$ cat src/rtl/iobus_tmr_pkg.sv
// iobus_tmr_pkg
// Shared definitions for the iobus_timer_bank peripheral: register offsets
// inside a channel slot, the IRQ_SUM offset, the per-channel slot stride,
// CSR bit positions, the packed CSR struct and a helper that renders the
// CSR struct as a 32-bit bus word.
// Optional feature macro: IOBUS_TMR_PRESCALE_EN (8-bit prescaler per channel).
package iobus_tmr_pkg;

    // Byte offsets of the registers inside one channel slot
    localparam logic [3:0]  REG_CSR     = 4'h0;
    localparam logic [3:0]  REG_RELOAD  = 4'h4;
    localparam logic [3:0]  REG_COUNT   = 4'h8;
    localparam logic [3:0]  REG_STATUS  = 4'hC;

    // Global register offset inside the 4 KiB window
    localparam logic [11:0] OFF_IRQ_SUM = 12'h100;

    // Channel c lives at BASE_ADDR + c*CH_STRIDE
    localparam int CH_STRIDE_LOG2 = 4;
    localparam int CH_STRIDE      = 1 << CH_STRIDE_LOG2;

    // CSR / STATUS bit positions
    localparam int CSR_EN_BIT      = 0;
    localparam int CSR_MODE_BIT    = 1;
    localparam int CSR_IE_BIT      = 2;
    localparam int CSR_PRESC_LSB   = 8;
    localparam int PRESC_W         = 8;
    localparam int STATUS_PEND_BIT = 0;

    typedef struct packed {
        logic [PRESC_W-1:0] presc;
        logic               ie;
        logic               mode;   // 0 = periodic, 1 = one-shot
        logic               en;
    } tmr_csr_t;

    function automatic logic [31:0] csr_to_word(input tmr_csr_t c);
        logic [31:0] w;
        w                                = '0;
        w[CSR_EN_BIT]                    = c.en;
        w[CSR_MODE_BIT]                  = c.mode;
        w[CSR_IE_BIT]                    = c.ie;
        w[CSR_PRESC_LSB +: PRESC_W]      = c.presc;
        return w;
    endfunction

endpackage

$ cat src/rtl/tmr_channel.sv
// tmr_channel
// One timer channel: CSR, RELOAD, down-counter, pending flag and (when
// IOBUS_TMR_PRESCALE_EN is defined) an 8-bit prescaler.
// Ports:
//   clk, rst_n     clock, asynchronous active-low reset
//   csr_wr         write strobe for CSR (bus data on wdata)
//   reload_wr      write strobe for RELOAD
//   status_wr      write strobe for STATUS (bit0 = 1 clears PEND)
//   wdata          bus write data
//   csr            current CSR contents
//   reload, count  current RELOAD and COUNT values
//   pend           registered pending flag
module tmr_channel
    import iobus_tmr_pkg::*;
#(
    parameter int CNT_W = 32
) (
    input  logic             clk,
    input  logic             rst_n,
    input  logic             csr_wr,
    input  logic             reload_wr,
    input  logic             status_wr,
    input  logic [31:0]      wdata,
    output tmr_csr_t         csr,
    output logic [CNT_W-1:0] reload,
    output logic [CNT_W-1:0] count,
    output logic             pend
);

    tmr_csr_t         csr_q, csr_d;
    logic [CNT_W-1:0] reload_q, reload_d;
    logic [CNT_W-1:0] count_q, count_d;
    logic             pend_q, pend_d;
    logic             tick;

    // Only some write-data bits are meaningful to a channel
    logic             unused_wdata;
    assign unused_wdata = ^wdata;

`ifdef IOBUS_TMR_PRESCALE_EN
    logic [PRESC_W-1:0] presc_cnt_q, presc_cnt_d;
`endif

    always_comb begin
        csr_d    = csr_q;
        reload_d = reload_q;
        count_d  = count_q;
        pend_d   = pend_q;
        tick     = 1'b0;

`ifdef IOBUS_TMR_PRESCALE_EN
        presc_cnt_d = presc_cnt_q;
        // >= rather than == so a PRESC lowered mid-run cannot strand the counter
        if (csr_q.en) begin
            if (presc_cnt_q >= csr_q.presc) begin
                tick        = 1'b1;
                presc_cnt_d = '0;
            end else begin
                presc_cnt_d = presc_cnt_q + 8'd1;
            end
        end
`else
        tick = csr_q.en;
`endif

        // Clear first so that an expiry in the same cycle sets PEND again
        if (status_wr && wdata[STATUS_PEND_BIT]) begin
            pend_d = 1'b0;
        end

        if (tick) begin
            if (count_q != '0) begin
                count_d = count_q - CNT_W'(1);
            end else begin
                pend_d = 1'b1;
                if (csr_q.mode) begin
                    csr_d.en = 1'b0;
                end else begin
                    count_d = reload_q;
                end
            end
        end

        if (reload_wr) begin
            reload_d = wdata[CNT_W-1:0];
        end

        // A CSR write overrides whatever the expiry did to EN/MODE/IE
        if (csr_wr) begin
            csr_d.en   = wdata[CSR_EN_BIT];
            csr_d.mode = wdata[CSR_MODE_BIT];
            csr_d.ie   = wdata[CSR_IE_BIT];
`ifdef IOBUS_TMR_PRESCALE_EN
            csr_d.presc = wdata[CSR_PRESC_LSB +: PRESC_W];
`endif
            if (wdata[CSR_EN_BIT] && !csr_q.en) begin
                count_d = reload_q;
`ifdef IOBUS_TMR_PRESCALE_EN
                presc_cnt_d = '0;
`endif
            end
        end
    end

    always_ff @(posedge clk or negedge rst_n) begin
        if (!rst_n) begin
            csr_q    <= '0;
            reload_q <= '0;
            count_q  <= '0;
            pend_q   <= 1'b0;
        end else begin
            csr_q    <= csr_d;
            reload_q <= reload_d;
            count_q  <= count_d;
            pend_q   <= pend_d;
        end
    end

`ifdef IOBUS_TMR_PRESCALE_EN
    always_ff @(posedge clk or negedge rst_n) begin
        if (!rst_n) begin
            presc_cnt_q <= '0;
        end else begin
            presc_cnt_q <= presc_cnt_d;
        end
    end
`endif

    assign csr    = csr_q;
    assign reload = reload_q;
    assign count  = count_q;
    assign pend   = pend_q;

endmodule

$ cat src/rtl/iobus_timer_bank.sv
// iobus_timer_bank
// Multi-channel programmable down-counter bank on the OTTER IOBUS.
// Channel c occupies BASE_ADDR + 16*c (CSR, RELOAD, COUNT, STATUS);
// IRQ_SUM at BASE_ADDR + 0x100 collects every channel's PEND.
// Optional feature macro: IOBUS_TMR_PRESCALE_EN adds an 8-bit prescaler
// per channel in CSR[15:8]; without it every cycle is a tick.
// Ports:
//   CLK, RESET_N   clock, asynchronous active-low reset
//   IOBUS_ADDR     bus address
//   IOBUS_OUT      bus write data
//   IOBUS_WR       single-cycle write strobe
//   IOBUS_RDATA    combinational read data, 0 when not hit
//   IOBUS_HIT      address decodes to a register of this block
//   INTR           OR over channels of PEND & IE
module iobus_timer_bank
    import iobus_tmr_pkg::*;
#(
    parameter int          N_CH      = 4,
    parameter int          CNT_W     = 32,
    parameter logic [31:0] BASE_ADDR = 32'h1100D000
) (
    input  logic        CLK,
    input  logic        RESET_N,
    input  logic [31:0] IOBUS_ADDR,
    input  logic [31:0] IOBUS_OUT,
    input  logic        IOBUS_WR,
    output logic [31:0] IOBUS_RDATA,
    output logic        IOBUS_HIT,
    output logic        INTR
);

    logic        in_win;
    logic        aligned;
    logic        ch_hit;
    logic        sum_hit;
    logic [11:0] off;
    logic [3:0]  ch_idx;
    logic [3:0]  reg_off;

    tmr_csr_t         ch_csr    [N_CH];
    logic [CNT_W-1:0] ch_reload [N_CH];
    logic [CNT_W-1:0] ch_count  [N_CH];
    logic [N_CH-1:0]  ch_pend;
    logic [N_CH-1:0]  ch_ie;
    logic [N_CH-1:0]  csr_wr;
    logic [N_CH-1:0]  reload_wr;
    logic [N_CH-1:0]  status_wr;
    logic [31:0]      irq_sum;

    assign in_win  = (IOBUS_ADDR[31:12] == BASE_ADDR[31:12]);
    assign off     = IOBUS_ADDR[11:0];
    assign aligned = (off[1:0] == 2'b00);
    assign ch_idx  = off[CH_STRIDE_LOG2 +: 4];
    assign reg_off = off[3:0];

    // Channel slots occupy [0, N_CH*CH_STRIDE) of the window
    assign ch_hit    = in_win && aligned && (off < 12'(N_CH * CH_STRIDE));
    assign sum_hit   = in_win && (off == OFF_IRQ_SUM);
    assign IOBUS_HIT = ch_hit || sum_hit;

    for (genvar g = 0; g < N_CH; g++) begin : g_ch
        logic sel;
        assign sel          = IOBUS_WR && ch_hit && (ch_idx == 4'(g));
        assign csr_wr[g]    = sel && (reg_off == REG_CSR);
        assign reload_wr[g] = sel && (reg_off == REG_RELOAD);
        assign status_wr[g] = sel && (reg_off == REG_STATUS);
        assign ch_ie[g]     = ch_csr[g].ie;

        tmr_channel #(
            .CNT_W (CNT_W)
        ) u_ch (
            .clk       (CLK),
            .rst_n     (RESET_N),
            .csr_wr    (csr_wr[g]),
            .reload_wr (reload_wr[g]),
            .status_wr (status_wr[g]),
            .wdata     (IOBUS_OUT),
            .csr       (ch_csr[g]),
            .reload    (ch_reload[g]),
            .count     (ch_count[g]),
            .pend      (ch_pend[g])
        );
    end

    assign irq_sum = 32'(ch_pend);
    assign INTR    = |(ch_pend & ch_ie);

    always_comb begin
        IOBUS_RDATA = '0;
        if (sum_hit) begin
            IOBUS_RDATA = irq_sum;
        end else if (ch_hit) begin
            for (int c = 0; c < N_CH; c++) begin
                if (ch_idx == 4'(c)) begin
                    case (reg_off)
                        REG_CSR:    IOBUS_RDATA = csr_to_word(ch_csr[c]);
                        REG_RELOAD: IOBUS_RDATA = 32'(ch_reload[c]);
                        REG_COUNT:  IOBUS_RDATA = 32'(ch_count[c]);
                        REG_STATUS: IOBUS_RDATA = {31'b0, ch_pend[c]};
                        default:    IOBUS_RDATA = '0;
                    endcase
                end
            end
        end
    end

endmodule
$ cat config.mk
export PLATFORM = sky130hd
export DESIGN_NAME = iobus_timer_bank
export DESIGN_NICKNAME = d
export VERILOG_FILES = /design/src/rtl/iobus_tmr_pkg.sv /design/src/rtl/tmr_channel.sv /design/src/rtl/iobus_timer_bank.sv
export SDC_FILE = /design/constraint.sdc
export NUM_CORES = 1
export LEC_CHECK = 0
export BUFFER_PORTS_ARGS = -buffer_cell sky130_fd_sc_hd__buf_4
export CORE_ASPECT_RATIO = 1.5
export CORE_MARGIN = 3
export CORE_UTILIZATION = 41
export DETAILED_ROUTE_END_ITERATION = 8
export PLACE_DENSITY = 0.59
export SYNTH_ARGS = -nofsm -noshare
export SYNTH_HDL_FRONTEND = slang
export SYNTH_HIERARCHICAL = 1
export SYNTH_SLANG_ARGS = --single-unit
$ cat constraint.sdc
create_clock -name CLK -period 2.83 [get_ports CLK]
set_input_delay 0.1415 -clock CLK [delete_from_list [all_inputs] [get_ports CLK]]
set_output_delay 0.1415 -clock CLK [all_outputs]
set_load 0.005 [all_outputs]
After elaboration in Yosys (flattened, before gate mapping)
Cells that the tools add are included.
- bits in registers: 272
- latch bits: 0
- RAM bits: 0
- memory bits (read-only): 0
- output and inout bits: 34
- word-level logic and storage cells: 137
- memories: 0
- add/sub/neg operators: 4
- multiply operators: 0
- div/mod/pow operators: 0
- order comparisons: 1
- equal/unequal tests: 8
- shifts and indexed selects: 0
- multiplexer cells: 58
- bitwise logic cells: 1
- reductions and logical operators: 41
- operators by type and width (kind ; number):
    $mux 32 ; 26
    $pmux 32 s4 ; 4
    $reduce_bool 32->1 ; 4
    $sub 32x1->32 const B ; 4
    $logic_and 1x1->1 ; 28
    $mux 1 ; 28
    $eq 20x17->1 const B ; 1
    $eq 12x9->1 const B ; 1
    $lt 12x7->1 const B ; 1
    $eq 4x2->1 const B ; 2
    $eq 4x4->1 const B ; 2
    $logic_not 4->1 ; 2
    $and 4x4->4 ; 1
    $eq 4x1->1 const B ; 1
    $eq 4x3->1 const B ; 1
    $logic_not 1->1 ; 4
    $reduce_or 4->1 ; 1
    $logic_not 2->1 ; 1
    $logic_or 1x1->1 ; 1

Depth between registers and ports, before layout
Gate-level depths: netlist of the first run.
- word-level depth: 10
- gate-level depth with buffers: 12
- depth with buffers taken out: 10

By module
The synthesis of the first run kept the hierarchy.
- modules (own cells, without submodules) (module ; instances ; cells each ; area an instance (um^2) ; seq. area each (um^2)):
    tmr_channel ; 4 ; 358 ; 3801.1 ; 1701.6
    iobus_timer_bank ; 1 ; 444 ; 2950.3 ; 0.0

Worst setup path after synthesis of the first run
Ideal clock, no wire load.
- kind: input -> register
- start: input IOBUS_ADDR[0]
- end: register g_ch[2].u_ch.count_q[0]
- library setup time: 0.120 ns
- arrival time: 2.503 ns
- setup slack: 0.207 ns
- stages: 12
- buffers on the path: 3
- path through: buf_2 nor2_1 and3b_1 nand3_1 clkbuf_1 nor3_1 nand3b_1 clkbuf_1 nand2_1 o22ai_1 o21bai_1 a31o_1
- word-level cells in the longest chain between the ends: 7
- elaborated cells on any way between the ends: 9
- those cells by class: 1 x order compare; 1 x mux; 7 x reduce/logical
- ends and longest elaborated chain (what ; RTL line ; text):
    start, declared ; iobus_timer_bank.sv:24 ; input logic [31:0] IOBUS_ADDR,
    branches (longest 5 deep; another with $lt 12x7->1) ; - ;
    $logic_and 1x1->1 * ; iobus_timer_bank.sv:64 ; assign csr_wr[g] = sel && (reg_off == REG_CSR);
    net csr_wr[2] ; iobus_timer_bank.sv:45 ; logic [N_CH-1:0] csr_wr;
    $mux 32 * ; tmr_channel.sv:89 ; if (csr_wr) begin
    net g_ch[2].u_ch.count_d[0] ; tmr_channel.sv:32 ; logic [CNT_W-1:0] count_q, count_d;
    end signal, assigned ; tmr_channel.sv:114 ; count_q <= count_d;
    end, declared ; tmr_channel.sv:32 ;
Mark *: on every way through the listed nets, which the timed path passes.
A chain may end at the register's enable or synchronous reset.

Final worst setup path of the first run
- start: register g_ch[1].u_ch.count_q[15]
- end: output IOBUS_RDATA[15]
- word-level cells in the longest chain between the ends: 6
- ends and longest elaborated chain (what ; RTL line ; text):
    start, declared ; tmr_channel.sv:32 ;
    start signal, assigned ; tmr_channel.sv:114 ;
    $pmux 32 s4 ; iobus_timer_bank.sv:95 ; case (reg_off)
    $mux 32 (3 in a row) ; iobus_timer_bank.sv:94 ; if (ch_idx == 4'(c)) begin
    $mux 32 ; iobus_timer_bank.sv:92 ; end else if (ch_hit) begin
    $mux 32 ; iobus_timer_bank.sv:90 ; if (sum_hit) begin
    end, declared ; iobus_timer_bank.sv:27 ; output logic [31:0] IOBUS_RDATA,
Every way passes these cells.

==> run_summary.xml, run 1 <==
<?xml version="1.0" encoding="UTF-8"?>
<metrics>
  <group name="yosys">
    <metric name="most_common_cell_in_the_netlist" unit="">sky130_fd_sc_hd__dfrtp_1</metric>
    <metric name="yosysWarningCount" unit="">6</metric>
    <metric name="mappedNetlistArea" unit="um^2">18150</metric>
    <metric name="synth_cells" unit="">1876</metric>
    <metric name="postSynth.asyncResetShare" unit="%">100.0</metric>
    <metric name="synth_top_area_share" unit="%">37.49</metric>
    <metric name="synthTopCellsByCount" unit="">sky130_fd_sc_hd__dfrtp_1, sky130_fd_sc_hd__mux2_2, sky130_fd_sc_hd__nand2_1</metric>
    <metric name="synth-edff-count" unit="">0</metric>
    <metric name="synth-seq-cells" unit="">272</metric>
    <metric name="yosysSeqAreaShare" unit="%">37.49</metric>
    <metric name="synth.lib_cells_used.distinct" unit="">74</metric>
    <metric name="postSynthAreaPerCell" unit="um^2">9.677</metric>
    <metric name="synth_largest_area_cell" unit="">sky130_fd_sc_hd__dfrtp_1</metric>
    <metric name="synth.area.top_cells" unit="">sky130_fd_sc_hd__dfrtp_1, sky130_fd_sc_hd__mux2_2, sky130_fd_sc_hd__mux2i_1, sky130_fd_sc_hd__a221oi_1, sky130_fd_sc_hd__a211oi_1</metric>
    <metric name="dominantRegCellSynth" unit="">sky130_fd_sc_hd__dfrtp_1</metric>
  </group>
  <group name="die">
    <metric name="core_region_area" unit="um^2">43400</metric>
    <metric name="design.die.area" unit="um^2">46890</metric>
    <metric name="floorplan.io_pins" unit="">101</metric>
    <metric name="floorplan.die.width" unit="um">177.8</metric>
    <metric name="initial_core_util" unit="%">41.83</metric>
    <metric name="row_count" unit="">93</metric>
    <metric name="die_height" unit="um">263.7</metric>
  </group>
  <group name="layout">
    <metric name="layout.core_utilization" unit="%">50.07</metric>
    <metric name="antenna_cells" unit="">0</metric>
    <metric name="drive_above_1_share" unit="%">25.00</metric>
    <metric name="area_growth" unit="%">19.71</metric>
    <metric name="layout.nets" unit="">2129</metric>
  </group>
  <group name="route">
    <metric name="detail_route.wirelength" unit="um">68810</metric>
    <metric name="first_pass_iters" unit="">7</metric>
    <metric name="route.vias.total" unit="">16807</metric>
    <metric name="vias_per_cell" unit="">6.352</metric>
    <metric name="detail_route.drc_violations" unit="">0</metric>
    <metric name="dr.first_iter.drc_count" unit="">1530</metric>
    <metric name="wire_per_inst" unit="um">26.01</metric>
    <metric name="drtAntennaViolNets" unit="">0</metric>
  </group>
  <group name="cts">
    <metric name="root_buffer" unit="">sky130_fd_sc_hd__clkbuf_16</metric>
    <metric name="cts_sinks" unit="">272</metric>
    <metric name="cts.reportedPaths.clkPinSlew" unit="ns">0.06</metric>
    <metric name="cts_buffers" unit="">29</metric>
    <metric name="cts_post_setup_buffers_inserted" unit="">0</metric>
    <metric name="cts_max_path_buffers" unit="">3</metric>
    <metric name="insertion_delay" unit="ns">0.57</metric>
    <metric name="cts_tree" unit="">built</metric>
    <metric name="cts_max_level" unit="">1</metric>
  </group>
  <group name="power_and_ir_drop">
    <metric name="share_seq_of_total_power" unit="%">44.9</metric>
    <metric name="combPwrFrac" unit="%">6.3</metric>
    <metric name="power.internal" unit="mW">6.566</metric>
    <metric name="cellPowerDensity" unit="nW/um^2">398.6</metric>
    <metric name="netSwitchingFraction" unit="%">24.20</metric>
    <metric name="p_switching" unit="mW">2.096</metric>
    <metric name="p_clk_share" unit="%">48.8</metric>
    <metric name="p_leak" unit="nW">8.648</metric>
    <metric name="power.ir.vdd_worst" unit="mV">0.3920</metric>
  </group>
  <group name="placement">
    <metric name="dpl.hpwl" unit="um">51430</metric>
    <metric name="place.gp.congestion" unit="">0.9784</metric>
    <metric name="place.port_buffers" unit="">100</metric>
  </group>
  <group name="timing">
    <metric name="timing.clock.skew" unit="ns">0.01360</metric>
    <metric name="final-setup-viol-count" unit="">0</metric>
    <metric name="relSlewSlack" unit="%">53.18</metric>
    <metric name="rsz0062_at_grt" unit="">no</metric>
    <metric name="worst-slew-pin-transition" unit="ns">0.7023</metric>
    <metric name="final_report_max_slew_violation_count" unit="">0</metric>
    <metric name="finalHoldViolations" unit="">0</metric>
    <metric name="period_minus_slack" unit="ns">2.704</metric>
    <metric name="fin_setup_tns" unit="ns">0</metric>
    <metric name="period_utilisation_layout" unit="%">95.55</metric>
    <metric name="max_freq" unit="MHz">369.8</metric>
  </group>
  <group name="critical_path">
    <metric name="cp_max_fo" unit="">6</metric>
    <metric name="startpoint_type" unit="">flip-flop</metric>
    <metric name="worst-endpoint-required" unit="ns">2.69</metric>
    <metric name="cp.arrival" unit="ns">2.56</metric>
    <metric name="critPathKind" unit="">reg -&gt; out</metric>
    <metric name="critical_path_endpoint_category" unit="">output pin</metric>
  </group>
  <group name="status">
    <metric name="outcome" unit="">finished, final reports clean</metric>
  </group>
  <group name="global_route">
    <metric name="grt_first_pass_wirelength" unit="um">104200</metric>
    <metric name="antenna_found_initial" unit="">2</metric>
    <metric name="grtUsageTotal" unit="%">28.83</metric>
    <metric name="first_global_vias" unit="">16771</metric>
    <metric name="largest_net_degree_at_the_start_of_global_routing" unit="">77</metric>
    <metric name="grt_overflow_total" unit="">0</metric>
  </group>
  <group name="min_path">
    <metric name="min_path_type" unit="">in -&gt; reg</metric>
  </group>
  <group name="job">
    <metric name="cap_viol_max_count" unit="">0</metric>
  </group>
</metrics>
timing repair:
action	4_1_cts	5_1_grt
gates resized for setup	2	1
hold buffers	33	0
cloned	0	0
endpoints found under the hold margin	207	0
endpoints found under the setup margin	2	1
stage by stage:
| step | instance area (um^2) | total power, mW | setup WS (ns) | instances | hold WS, ns |
|---|---|---|---|---|---|
| finish | 21730 | 8.662 | 0.1261 | 2646 | 0.1000 |
| global route | 21730 | 8.890 | 0.05292 | 2646 | 0.1496 |
| CTS | 21730 | 8.716 | 0.05595 | 2646 | 0.06793 |
| detailed placement | 20350 | 4.463 | 0.1814 | 2560 | 0.1739 |
| global placement | 20350 | 4.460 | 0.1914 | 2560 | 0.1749 |
| floorplan | 18260 | 4.178 | 0.2072 | 1904 | -0.1541 |
metal layers:
metal  track usage, %  wire, um
met5                0        17
met4            15.25      4370
met3            2.689      4134
met2            49.07     33820
met1            35.93     26470
path summary, 6_finish.rpt:
kind                                               startpoint  slack [ns]  cells after the start                                 end
setup reg to reg              g_ch[1].u_ch/count[8]$_DFF_PN0_        0.25                      6    g_ch[1].u_ch/count[22]$_DFF_PN0_
setup / recovery             g_ch[1].u_ch/count[15]$_DFF_PN0_        0.13                      6                     IOBUS_RDATA[15]
hold reg to reg            g_ch[0].u_ch/reload[6]$_DFFE_PN0P_        0.54                      1  g_ch[0].u_ch/reload[6]$_DFFE_PN0P_
max in group asynchronous                             RESET_N        1.79                      3    g_ch[1].u_ch/count[26]$_DFF_PN0_
min in group asynchronous                             RESET_N        0.14                      2    g_ch[0].u_ch/count[13]$_DFF_PN0_
hold / removal                                       IOBUS_WR        0.10                      6         g_ch[2].u_ch/pend$_DFF_PN0_
cells by family (layout without fill, tap and decap cells):
family	Yosys count	count (layout)	share of synthesized area, %
muxes	195	195	11.74
buffers and inverters	224	396	6.141
AOI/OAI and AO/OA	552	552	22.94
adders and majority gates	8	8	0.5514
DFF	272	272	37.49
other	4	32	0.08268
xor gates and xnor gates	56	56	2.702
and+or+nand+nor	565	565	18.35
registers in the layout, indices dropped and copies added (netlist names):
signal and cells:
g_ch.u_ch/csr 8, g_ch.u_ch/reload 128, g_ch.u_ch/pend 4, g_ch.u_ch/count 128, g_ch.u_ch/tick 4
cell type report:
| class | count | area (um^2) |
|---|---|---|
| Clock inverter | 16 | 220.2 |
| Clock buffer | 37 | 815.8 |
| Inverter | 46 | 172.7 |
| Multi-Input combinational cell | 1408 | 10410 |
| Fill cell | 3993 | 21670 |
| Timing Repair Buffer | 297 | 2595 |
| Tap cell | 570 | 713.2 |
| Sequential cell | 272 | 6808 |
placed cells by master, fill, tap and decap left out, types with 10 or more instances in the layout:
| cell type | netlist | layout |
|---|---|---|
| sky130_fd_sc_hd__dlygate4sd3_1 | 0 | 33 |
| sky130_fd_sc_hd__o21ai_0 | 75 | 74 |
| sky130_fd_sc_hd__o22ai_1 | 90 | 90 |
| sky130_fd_sc_hd__xnor2_1 | 56 | 56 |
| sky130_fd_sc_hd__nand2_1 | 111 | 111 |
| sky130_fd_sc_hd__a311oi_1 | 36 | 36 |
| sky130_fd_sc_hd__nand3b_1 | 16 | 16 |
| sky130_fd_sc_hd__mux2_2 | 114 | 114 |
| sky130_fd_sc_hd__nand4_1 | 19 | 19 |
| sky130_fd_sc_hd__a211oi_1 | 82 | 82 |
| sky130_fd_sc_hd__clkbuf_16 | 0 | 29 |
| sky130_fd_sc_hd__nand2b_1 | 14 | 14 |
| sky130_fd_sc_hd__nand3_1 | 34 | 34 |
| sky130_fd_sc_hd__buf_4 | 42 | 241 |
| sky130_fd_sc_hd__a221oi_1 | 79 | 79 |
| sky130_fd_sc_hd__nor2_1 | 99 | 96 |
| sky130_fd_sc_hd__nor4_4 | 12 | 12 |
| sky130_fd_sc_hd__o211ai_1 | 16 | 16 |
| sky130_fd_sc_hd__nor2b_1 | 33 | 33 |
| sky130_fd_sc_hd__mux2i_1 | 78 | 78 |
| sky130_fd_sc_hd__inv_1 | 41 | 41 |
| sky130_fd_sc_hd__nor3_2 | 8 | 10 |
| sky130_fd_sc_hd__a22oi_1 | 50 | 50 |
| sky130_fd_sc_hd__dfrtp_1 | 272 | 271 |
| sky130_fd_sc_hd__conb_1 | 4 | 32 |
| sky130_fd_sc_hd__a21oi_1 | 51 | 51 |
| sky130_fd_sc_hd__nor4_1 | 34 | 34 |
| sky130_fd_sc_hd__a221oi_2 | 12 | 12 |
| sky130_fd_sc_hd__buf_12 | 0 | 22 |
| sky130_fd_sc_hd__nor3_1 | 100 | 98 |
worst max-delay path, stage by stage (launching register included):
cell and delay, ns:
sky130_fd_sc_hd__dfrtp_1 0.37, sky130_fd_sc_hd__buf_4 0.17, sky130_fd_sc_hd__mux2i_1 0.08, sky130_fd_sc_hd__o21ai_0 0.32
sky130_fd_sc_hd__o211ai_1 0.14, sky130_fd_sc_hd__a221oi_1 0.67, sky130_fd_sc_hd__buf_4 0.24
power by group through the flow:
| stage | Sequential [mW] | Clock (mW) | Combinational (mW) |
|---|---|---|---|
| final | 3.89 | 4.23 | 0.550 |
| after global routing | 3.88 | 4.42 | 0.590 |
| after CTS | 3.89 | 4.29 | 0.544 |
| after detailed placement | 3.96 | 0 | 0.503 |
| after global placement | 3.96 | 0 | 0.500 |
| after floorplan | 3.96 | 0 | 0.217 |
(Power assumes the default switching activity.)
==> run 2, diff against run 1 <==
- CORE_UTILIZATION: 41 -> 30
- PLACE_DENSITY: 0.59 -> 0.47
==> run 2 against run 1 <==
Clock-buffer cell count rose by 9. Sequential share of layout area fell by 0.42 points. Critical path type is now in -> out. Non-clock buffer count rose by 8. Largest cell class unchanged. Clock power fell by 3%. Largest power group unchanged. Worst setup slack got worse by 0.0042 ns. Critical endpoint is now IOBUS_RDATA[18]. Final area rose by 1.3%.
==> run_summary.xml, run 2 (synthesis gave the netlist of run 1 again) <==
<?xml version="1.0" encoding="UTF-8"?>
<metrics>
  <group name="status">
    <metric name="outcome" unit="">finished, final reports clean</metric>
  </group>
  <group name="job">
    <metric name="cap_viol_max_count" unit="">0</metric>
  </group>
  <group name="timing">
    <metric name="fin_setup_tns" unit="ns">0</metric>
    <metric name="worst-slew-pin-transition" unit="ns">0.7665</metric>
    <metric name="setup_slack" unit="ns">0.1218</metric>
    <metric name="max_freq" unit="MHz">369.3</metric>
    <metric name="final-setup-viol-count" unit="">0</metric>
    <metric name="final_report_max_slew_violation_count" unit="">0</metric>
    <metric name="rsz0062_at_grt" unit="">no</metric>
    <metric name="period_minus_slack" unit="ns">2.708</metric>
    <metric name="finalHoldViolations" unit="">0</metric>
    <metric name="timing.clock.skew" unit="ns">0.01107</metric>
    <metric name="relSlewSlack" unit="%">48.74</metric>
    <metric name="period_utilisation_layout" unit="%">95.69</metric>
  </group>
  <group name="power_and_ir_drop">
    <metric name="power.ir.vdd_worst" unit="mV">0.5422</metric>
    <metric name="p_leak" unit="nW">8.696</metric>
    <metric name="cellPowerDensity" unit="nW/um^2">387.7</metric>
  </group>
  <group name="layout">
    <metric name="layout.core_utilization" unit="%">37.04</metric>
    <metric name="antenna_cells" unit="">0</metric>
    <metric name="layout.cells.non_filler" unit="">2864</metric>
    <metric name="layout.nets" unit="">2139</metric>
    <metric name="most-common-layout-cells" unit="">sky130_fd_sc_hd__dfrtp_1, sky130_fd_sc_hd__buf_4, sky130_fd_sc_hd__mux2_2</metric>
    <metric name="fill_cells" unit="">6035</metric>
    <metric name="multiInputGateArea" unit="um^2">10410</metric>
    <metric name="area_growth" unit="%">21.32</metric>
    <metric name="drive_above_1_share" unit="%">25.20</metric>
    <metric name="seq_area" unit="um^2">6807</metric>
    <metric name="mostFrequentLayoutCell" unit="">sky130_fd_sc_hd__dfrtp_1</metric>
    <metric name="layout.cell_area.non_filler" unit="um^2">22020</metric>
  </group>
  <group name="die">
    <metric name="floorplan.die.width" unit="um">206.9</metric>
    <metric name="floorplan.io_pins" unit="">101</metric>
    <metric name="core_region_area" unit="um^2">59460</metric>
    <metric name="design.die.area" unit="um^2">63570</metric>
    <metric name="initial_core_util" unit="%">30.53</metric>
    <metric name="die_height" unit="um">307.3</metric>
    <metric name="row_count" unit="">109</metric>
  </group>
  <group name="route">
    <metric name="drtAntennaViolNets" unit="">0</metric>
    <metric name="vias_per_cell" unit="">5.859</metric>
    <metric name="route.vias.total" unit="">16780</metric>
    <metric name="detail_route.wirelength" unit="um">75010</metric>
    <metric name="wire_per_inst" unit="um">26.19</metric>
    <metric name="first_pass_iters" unit="">5</metric>
    <metric name="dr.first_iter.drc_count" unit="">1198</metric>
    <metric name="detail_route.drc_violations" unit="">0</metric>
  </group>
  <group name="global_route">
    <metric name="grt_overflow_total" unit="">0</metric>
    <metric name="grtUsageTotal" unit="%">23.16</metric>
    <metric name="largest_net_degree_at_the_start_of_global_routing" unit="">79</metric>
    <metric name="antenna_found_initial" unit="">2</metric>
    <metric name="grt_first_pass_wirelength" unit="um">110900</metric>
    <metric name="first_global_vias" unit="">16886</metric>
  </group>
  <group name="cts">
    <metric name="cts_post_setup_buffers_inserted" unit="">0</metric>
    <metric name="cts_max_level" unit="">1</metric>
    <metric name="cts_sinks" unit="">272</metric>
    <metric name="cts.reportedPaths.clkPinSlew" unit="ns">0.07</metric>
    <metric name="cts_tree" unit="">built</metric>
    <metric name="cts_max_path_buffers" unit="">3</metric>
    <metric name="insertion_delay" unit="ns">0.59</metric>
    <metric name="root_buffer" unit="">sky130_fd_sc_hd__clkbuf_16</metric>
    <metric name="cts_buffers" unit="">31</metric>
  </group>
  <group name="critical_path">
    <metric name="critPathKind" unit="">in -&gt; out</metric>
    <metric name="startpoint_type" unit="">input pin</metric>
    <metric name="cp.arrival" unit="ns">2.57</metric>
    <metric name="cp_max_fo" unit="">7</metric>
    <metric name="critical_path_endpoint_category" unit="">output pin</metric>
    <metric name="worst-endpoint-required" unit="ns">2.69</metric>
  </group>
  <group name="placement">
    <metric name="numPlacedInstances" unit="">2775</metric>
    <metric name="detailedPlace.worstSlack" unit="ns">0.0007498</metric>
    <metric name="place.port_buffers" unit="">100</metric>
    <metric name="place.gp.congestion" unit="">0.9992</metric>
    <metric name="dpl.hpwl" unit="um">56700</metric>
    <metric name="post_dp_cell_area" unit="um^2">20680</metric>
  </group>
  <group name="min_path">
    <metric name="min_path_type" unit="">in -&gt; reg</metric>
  </group>
</metrics>
## run 2: changes by cell type in the layout (fill, tap and decap cells not counted), moves of 2 or more
cell and delta:
sky130_fd_sc_hd__clkbuf_16 +2, sky130_fd_sc_hd__clkbuf_8 +2, sky130_fd_sc_hd__a2111oi_2 +2, sky130_fd_sc_hd__bufinv_16 -4, sky130_fd_sc_hd__clkbuf_1 +5, sky130_fd_sc_hd__buf_4 +7
sky130_fd_sc_hd__clkinvlp_4 -3
## run 2: metrics by stage
step | power [mW] | hold WS, ns
2_1_floorplan | 4.178 | -0.1541
3_3_place_gp | 4.482 | 0.1286
3_5_place_dp | 4.482 | 0.1367
4_1_cts | 8.642 | 0.06369
5_1_grt | 8.805 | 0.1236
6_report | 8.539 | 0.09685
## run 2: worst max-delay path, cell delays in order
cell and delay [ns]:
sky130_fd_sc_hd__buf_4 0.16, sky130_fd_sc_hd__nor3b_1 0.29, sky130_fd_sc_hd__buf_4 0.24, sky130_fd_sc_hd__nand2b_1 0.34, sky130_fd_sc_hd__buf_4 0.30, sky130_fd_sc_hd__o22ai_1 0.31, sky130_fd_sc_hd__a21oi_1 0.12, sky130_fd_sc_hd__nor3_1 0.45
sky130_fd_sc_hd__buf_4 0.21
## run 2: repair_timing
action                                  in CTS  in global routing
endpoints found under the setup margin       1                  3
hold endpoints to repair                   214                  0
hold buffers                                33                  0
resized for setup                            1                  3
## run 2: area by class of cell
| class | count | area share (%) |
|---|---|---|
| multi-input combinational | 1408 | 47.25 |
| sequential | 272 | 30.90 |
| timing repair buffer | 305 | 12.11 |
| tap | 777 | 4.414 |
| clock buffer | 46 | 4.141 |
| inverter | 46 | 0.7840 |
| clock inverter | 10 | 0.3920 |
## run 2: path summary, 6_finish.rpt
| check | startpoint | end | slack (ns) | cells after the start |
|---|---|---|---|---|
| worst min register to register | g_ch[2].u_ch/reload[1]$_DFFE_PN0P_ | g_ch[2].u_ch/reload[1]$_DFFE_PN0P_ | 0.55 | 1 |
| max in group asynchronous | RESET_N | g_ch[3].u_ch/count[16]$_DFF_PN0_ | 1.83 | 3 |
| min in group asynchronous | RESET_N | g_ch[0].u_ch/reload[23]$_DFFE_PN0P_ | 0.12 | 2 |
| worst max register to register | g_ch[1].u_ch/count[4]$_DFF_PN0_ | g_ch[1].u_ch/count[14]$_DFF_PN0_ | 0.19 | 5 |
| worst max-delay path | IOBUS_ADDR[1] | IOBUS_RDATA[18] | 0.12 | 9 |
| worst min-delay path | IOBUS_WR | g_ch[2].u_ch/pend$_DFF_PN0_ | 0.1 | 6 |
## run 2: where the power goes
part	total, mW	switching, mW	internal (mW)
combinational	0.561	0.370	0.190
sequential	3.89	0.00000590	3.89
clock	4.09	1.78	2.31
total	8.54	2.15	6.39
## run 2: layer usage
layer	wire (um)	part of all wire [%]	track usage, %
met1	28730	38	27.70
met4	4381	5.8	11.55
met5	0	0	0
met3	3256	4.3	1.713
met2	38640	52	41.49
